`src/rtl/clk_divider_pkg.sv`:
```
// -----------------------------------------------------------------------------
// clk_div_pkg
// Shared constants, types and small helpers for the programmable clock
// divider.
//   DIV_W       : divisor word width
//   div_t       : divisor word type
//   BYPASS_MAX  : largest divisor value that selects bypass (o_clk = i_clk)
//   SYNC_STAGES : flop count of the toggle-request synchronizer
// -----------------------------------------------------------------------------
`timescale 1ns/1ps
package clk_div_pkg;

  localparam int DIV_W = 8;

  typedef logic [DIV_W-1:0] div_t;

  localparam div_t BYPASS_MAX  = 8'd1;
  localparam int   SYNC_STAGES = 2;

  // Divisors 0 and 1 both mean "pass the source clock straight through".
  function automatic logic is_bypass(input div_t d);
    return (d <= BYPASS_MAX);
  endfunction

  // Number of rising-edge cycles the registered phase p stays high.
  // Even N gives N/2 and odd N gives (N-1)/2; both are N >> 1.
  function automatic div_t high_count(input div_t d);
    return {1'b0, d[DIV_W-1:1]};
  endfunction

endpackage

```
`src/rtl/clk_divider_tog_sync.sv`:
```
// -----------------------------------------------------------------------------
// tog_sync
// Brings the (possibly asynchronous) divisor toggle into the source clock
// domain and turns every level change into a one-cycle request pulse.
//   clk_i : source clock
//   rst_i : asynchronous active-high reset
//   tog_i : toggle request, any level change is a request
//   req_o : one-cycle pulse, high in the cycle after the synchronized toggle
//           changes level
// -----------------------------------------------------------------------------
`timescale 1ns/1ps
module tog_sync
  import clk_div_pkg::*;
(
  input  logic clk_i,
  input  logic rst_i,
  input  logic tog_i,
  output logic req_o
);

  logic [SYNC_STAGES-1:0] sync_q;
  logic                   prev_q;

  // Synchronizer chain plus the previous synchronized value for edge detect.
  always_ff @(posedge clk_i or posedge rst_i) begin
    if (rst_i) begin
      sync_q <= '0;
      prev_q <= 1'b0;
    end else begin
      sync_q <= {sync_q[SYNC_STAGES-2:0], tog_i};
      prev_q <= sync_q[SYNC_STAGES-1];
    end
  end

  // Both inputs come straight from flops, so the pulse is clean.
  assign req_o = sync_q[SYNC_STAGES-1] ^ prev_q;

endmodule

```
`src/rtl/clk_divider.sv`:
```
// -----------------------------------------------------------------------------
// clk_divider
// Programmable integer clock divider. o_clk runs at i_clk / N where N is the
// committed divisor; N = 0 or 1 passes i_clk through. A new divisor is
// requested by toggling i_div_tog and takes effect only on an output-period
// boundary, so o_clk never produces a runt pulse.
//   i_clk     : source clock (rising edge for the counter, falling edge for
//               odd-duty correction and bypass gating)
//   i_rstn    : asynchronous reset, ACTIVE HIGH despite the name
//   i_div     : requested divisor, stable around each toggle
//   i_div_tog : toggle request, may be asynchronous to i_clk
//   o_clk     : divided clock
// -----------------------------------------------------------------------------
`timescale 1ns/1ps
module clk_divider
  import clk_div_pkg::*;
(
  input  logic             i_clk,
  input  logic             i_rstn,
  input  logic [DIV_W-1:0] i_div,
  input  logic             i_div_tog,
  output logic             o_clk
);

  // Request path
  logic req_s;

  // Rising-edge state
  div_t pend_div_q, pend_div_d;
  logic pend_vld_q, pend_vld_d;
  div_t act_div_q,  act_div_d;
  div_t cnt_q,      cnt_d;
  logic run_q,      run_d;   // divide counter has started its first period
  logic p_q,        p_d;

  // Falling-edge state
  logic n_q, n_d;
  logic byp_q, byp_d;

  // Combinational helpers
  logic wrap_s;
  logic commit_s;
  div_t cnt_inc_s;

  tog_sync u_tog_sync (
    .clk_i (i_clk),
    .rst_i (i_rstn),
    .tog_i (i_div_tog),
    .req_o (req_s)
  );

  assign wrap_s    = (cnt_q == (act_div_q - 8'd1));
  assign cnt_inc_s = cnt_q + 8'd1;

  // Next-state logic for counter, duty phase, commit and pending divisor.
  always_comb begin
    cnt_d      = cnt_q;
    run_d      = run_q;
    p_d        = p_q;
    act_div_d  = act_div_q;
    pend_div_d = pend_div_q;
    pend_vld_d = pend_vld_q;
    commit_s   = 1'b0;

    if (is_bypass(act_div_q)) begin
      // Bypass: every cycle is a boundary, so a pending divisor commits now.
      commit_s = pend_vld_q;
      cnt_d    = 8'd0;
      run_d    = 1'b0;
      p_d      = 1'b0;
    end else if (byp_q) begin
      // Leaving bypass: hold the divider idle until the gate closes on the
      // next falling edge.
      cnt_d = 8'd0;
      run_d = 1'b0;
      p_d   = 1'b0;
    end else if (!run_q) begin
      // First divided period starts here with cnt = 0 and p high.
      cnt_d = 8'd0;
      run_d = 1'b1;
      p_d   = 1'b1;
    end else if (wrap_s) begin
      // Period boundary: p and n are both low here, safe to change divisor.
      commit_s = pend_vld_q;
      cnt_d    = 8'd0;
      if (commit_s) begin
        act_div_d = pend_div_q;
      end else begin
        act_div_d = act_div_q;
      end
      run_d = !is_bypass(act_div_d);
      p_d   = !is_bypass(act_div_d);
    end else begin
      cnt_d = cnt_inc_s;
      p_d   = (cnt_inc_s < high_count(act_div_q));
    end

    if (commit_s) begin
      act_div_d = pend_div_q;
    end else begin
      act_div_d = act_div_d;
    end

    // A request landing on a commit cycle stays pending for the next boundary.
    if (req_s) begin
      pend_div_d = i_div;
      pend_vld_d = 1'b1;
    end else if (commit_s) begin
      pend_vld_d = 1'b0;
    end else begin
      pend_vld_d = pend_vld_q;
    end
  end

  // Rising-edge registers.
  always_ff @(posedge i_clk or posedge i_rstn) begin
    if (i_rstn) begin
      pend_div_q <= 8'd0;
      pend_vld_q <= 1'b0;
      act_div_q  <= 8'd0;
      cnt_q      <= 8'd0;
      run_q      <= 1'b0;
      p_q        <= 1'b0;
    end else begin
      pend_div_q <= pend_div_d;
      pend_vld_q <= pend_vld_d;
      act_div_q  <= act_div_d;
      cnt_q      <= cnt_d;
      run_q      <= run_d;
      p_q        <= p_d;
    end
  end

  // Falling-edge next state: odd-duty half-cycle stretch and bypass gate.
  always_comb begin
    // n only stretches the high phase for odd divisors.
    n_d = p_q & act_div_q[0];
    if (is_bypass(act_div_q)) begin
      // Open the gate only while the divided output is low.
      byp_d = byp_q | (~p_q & ~n_q);
    end else begin
      byp_d = 1'b0;
    end
  end

  // Falling-edge registers; byp changes while i_clk is low, so the gate
  // output cannot glitch.
  always_ff @(negedge i_clk or posedge i_rstn) begin
    if (i_rstn) begin
      n_q   <= 1'b0;
      byp_q <= 1'b0;
    end else begin
      n_q   <= n_d;
      byp_q <= byp_d;
    end
  end

  assign o_clk = (byp_q & i_clk) | p_q | n_q;

endmodule

```
`config.mk`:
```
export PLATFORM = sky130hd
export DESIGN_NAME = clk_divider
export DESIGN_NICKNAME = d
export VERILOG_FILES = /design/src/rtl/clk_divider_pkg.sv /design/src/rtl/clk_divider_tog_sync.sv /design/src/rtl/clk_divider.sv
export SDC_FILE = /design/constraint.sdc
export NUM_CORES = 1
export LEC_CHECK = 0
export ABC_AREA = 1
export CAP_MARGIN = 10
export CORE_ASPECT_RATIO = 1.75
export CORE_MARGIN = 1.5
export CORE_UTILIZATION = 60
export CTS_CLUSTER_DIAMETER = 120
export DETAILED_ROUTE_END_ITERATION = 7
export DONT_BUFFER_PORTS = 1
export HOLD_SLACK_MARGIN = 0.05
export PLACE_DENSITY = 0.76
export SLEW_MARGIN = 20
export SYNTH_ARGS = -nofsm -noshare
export SYNTH_HDL_FRONTEND = slang
export SYNTH_SLANG_ARGS = --single-unit
```
`constraint.sdc`:
```
create_clock -name i_clk -period 2.46 [get_ports i_clk]
set_input_delay 0.615 -clock i_clk [delete_from_list [all_inputs] [get_ports i_clk]]
set_output_delay 0.615 -clock i_clk [all_outputs]
set_load 0.05 [all_outputs]
```
==> summary.md <==
| Metric | Value |
|---|---|
| Vias in the first global route | 1,593 |
| Total number of vias | 1,778 |
| Count leader, synth | nand2_1 |
| Layout filler cell count | 166 |
| Flop2flop setup slack | -0.15 ns |
| Critical path arrival | 2.28 ns |
| Iter 0 DRT Violations | 109 |
| Sw Ratio | 0.448 |
| All-Layer GR Usage | 0.285 |
| Antenna diodes | 0 |
| Reg2reg start | byp_q |
| Worst r2r path cells | 8 |
| Final worst-path setup slack | -0.440 ns |
| Clock latency on the worst-skew pair | 0.41 ns |
| IO Pins | 12 |
| Post-synthesis sequential area ratio | 0.422 |
| EDFF count, synth | 0 |
| Clock Skews | 0.0217 ns |
| Clk slew on worst S/H paths | 0.07 ns |
| Post-DRT Antenna Nets | 0 |
| Critical path class | reg -> out |
| Sequential Power Share | 0.253 |
| Synth-to-Final Area Change | 28.2% |
| Yosys warnings | 0 |
| Critical path required time | 1.85 ns |
| HP Class | in -> async |
| Area share of the largest cell type after synthesis | 0.396 |
| Seq cells post-synth | 32 |
| Total of max-cap violations | 0 |
| Max FO, Critical Path | 2 |
| Ys async rst share | 1.00 |
| Worst setup SP type | register |
| Total power | 3.42 mW |
| Top cell type by total area after synthesis | dfrtp_1 |
| Inst Count DP | 301 |
| Min Hold Slack | 0.184 ns |
| FP Rows | 26 |
| Synth Cell Area | 1900 um2 |
| RePlAce Congestion | 0.897 |
| Share of post-route cells with drive strength above 1 | 0.293 |
| Dpl hpwl | 3.04 mm |
| Synthesized area per cell | 7.74 um2 |
| Grt total ovfl | 0 |
| Final hold violation count | 0 |
| Final WL | 5.12 mm |
| TritonCTS clock tree | done |
| Max_slew headroom | 0.671 |
| Top_reg_cell synth | dfrtp_1 |
| Initial antenna violation count | 0 |
| Leakage | 1.25 nW |
| I/O Buffers | 0 |
| DIE HEIGHT | 77.4 um |
| Synth Net Count | 265 |
| Hold-fix buffers at CTS | 0 |
| CP Capture Type | primary output |
| Chip Width | 45.5 um |
| DRC | 0 |
| Top post-synthesis cells by count | nand2_1, inv_1, nor2_1 |
| Final Max Slew Viols | 0 |
| Vias per cell | 5.64 |
| Pint | 1.89 mW |
| Die Footprint | 3520 um2 |
| FF-to-FF End | act_div_q[5] |
| TritonRoute pass-1 iters | 5 |
| Synth cell types | 27 |
| Initial core utilization | 0.640 |
| First-pass GRT wire length | 7.07 mm |
| Failing checks | negative setup slack |
| WL/cell | 16.2 um |
| Unrepaired setup endpoints after global routing | yes |
| Placeable Area | 2960 um2 |
| Power share of the clock group | 0.212 |
| VDD IR max | 1130 uV |
| Post-Syn Instances | 245 |
| Synth area leaders | dfrtp_1, nand2_1, inv_1, nor2_1, ha_1 |
| NumNets Final | 292 |
| Pwr/cell area | 1410 nW/um2 |
| Final Setup Violations | 16 |
| Switch Pwr | 1.53 mW |
| Core Util, Final | 0.821 |
| Measured slew at the worst slew-check pin | 0.492 ns |
| Status | finished, violations left |
| Combinational power share | 0.535 |
| Final cell count without fillers | 315 |
| Largest net degree at the start of global routing | 23 |
## metal layers
layer | share of wire | GRT usage
met1 | 0.33 | 0.302
met5 | 0 | 0
met4 | 0.054 | 0.156
met2 | 0.55 | 0.476
met3 | 0.063 | 0.0837
## worst max path at each step
stage	from	end	cells after the start
after floorplan	n_q	o_clk	2
after global placement	n_q	o_clk	2
after detailed placement	n_q	o_clk	2
after CTS	byp_q	o_clk	2
after global routing	byp_q	o_clk	2
final	byp_q	o_clk	2
## state kept, by name (all words and copies together) (netlist names)
register,flops
byp_q,1
u_tog_sync.prev_q,1
act_div_q,8
run_q,1
pend_vld_q,1
n_q,1
p_q,1
u_tog_sync.sync_q,2
pend_div_q,8
cnt_q,8
## stage by stage
step | instance area, um2 | TNS (ns) | worst slack [ns]
after global placement | 2060 | -0.0588 | -0.0588
after floorplan | 1910 | -0.0472 | -0.0472
after CTS | 2240 | -0.452 | -0.451
final | 2430 | -1.28 | -0.440
after detailed placement | 2060 | -0.0665 | -0.0665
after global routing | 2430 | -2.08 | -0.491
## cells in the final DEF (no fill, tap or decap), drive strengths merged
cell	n
nor4	2
ha	9
o21ai	9
nand3b	1
nand3	17
xnor2	1
dfrtp	30
dfrtn	2
inv	36
xor2	6
a21oi	3
nand4	1
nor3	4
clkbuf	10
o211ai	1
o21a	1
nor2	33
buf	20
bufinv	1
xor3	1
or2	2
nand2	75
mux2	8
## power groups by stage
stage               Sequential [mW]  Clock, mW  Combinational, mW
global placement              0.831     0.0294               1.38
floorplan                     0.804     0.0294               1.04
finish                        0.866      0.725               1.83
global route                  0.884      0.755               2.01
CTS                           0.835      0.720               1.43
detailed placement            0.838     0.0294               1.40
## critical path, stage by stage, from the launching register on
cell	delay, ns
dfrtn_1	0.43
nand2_2	0.07
nand2_4	0.14
## cell families after synthesis
family / after synthesis / share of synthesized area
AO/OA/AOI/OAI: 14 / 0.0396
flip-flops: 32 / 0.422
multiplexers: 8 / 0.0475
adder cells (fa/ha/maj): 9 / 0.0594
AND/OR/NAND/NOR: 135 / 0.300
XOR/XNOR: 8 / 0.0449
buffers and inverters: 39 / 0.0858
## what timing repair did
item                                    CTS  global route
setup buffers                             1             2
endpoints found under the setup margin    3            21
resized for setup                         1            45
pin swaps                                 2            14
## final cells by class
class	instances	area [um2]	area share
clock buffers	10	138	0.0566
clock inverters	1	30.0	0.0124
inverters	36	135	0.0556
multi-input cells	174	1100	0.453
flip-flops and latches	32	801	0.330
well taps	42	52.6	0.0216
repair buffers	20	174	0.0716
(Power assumes the default switching activity.)
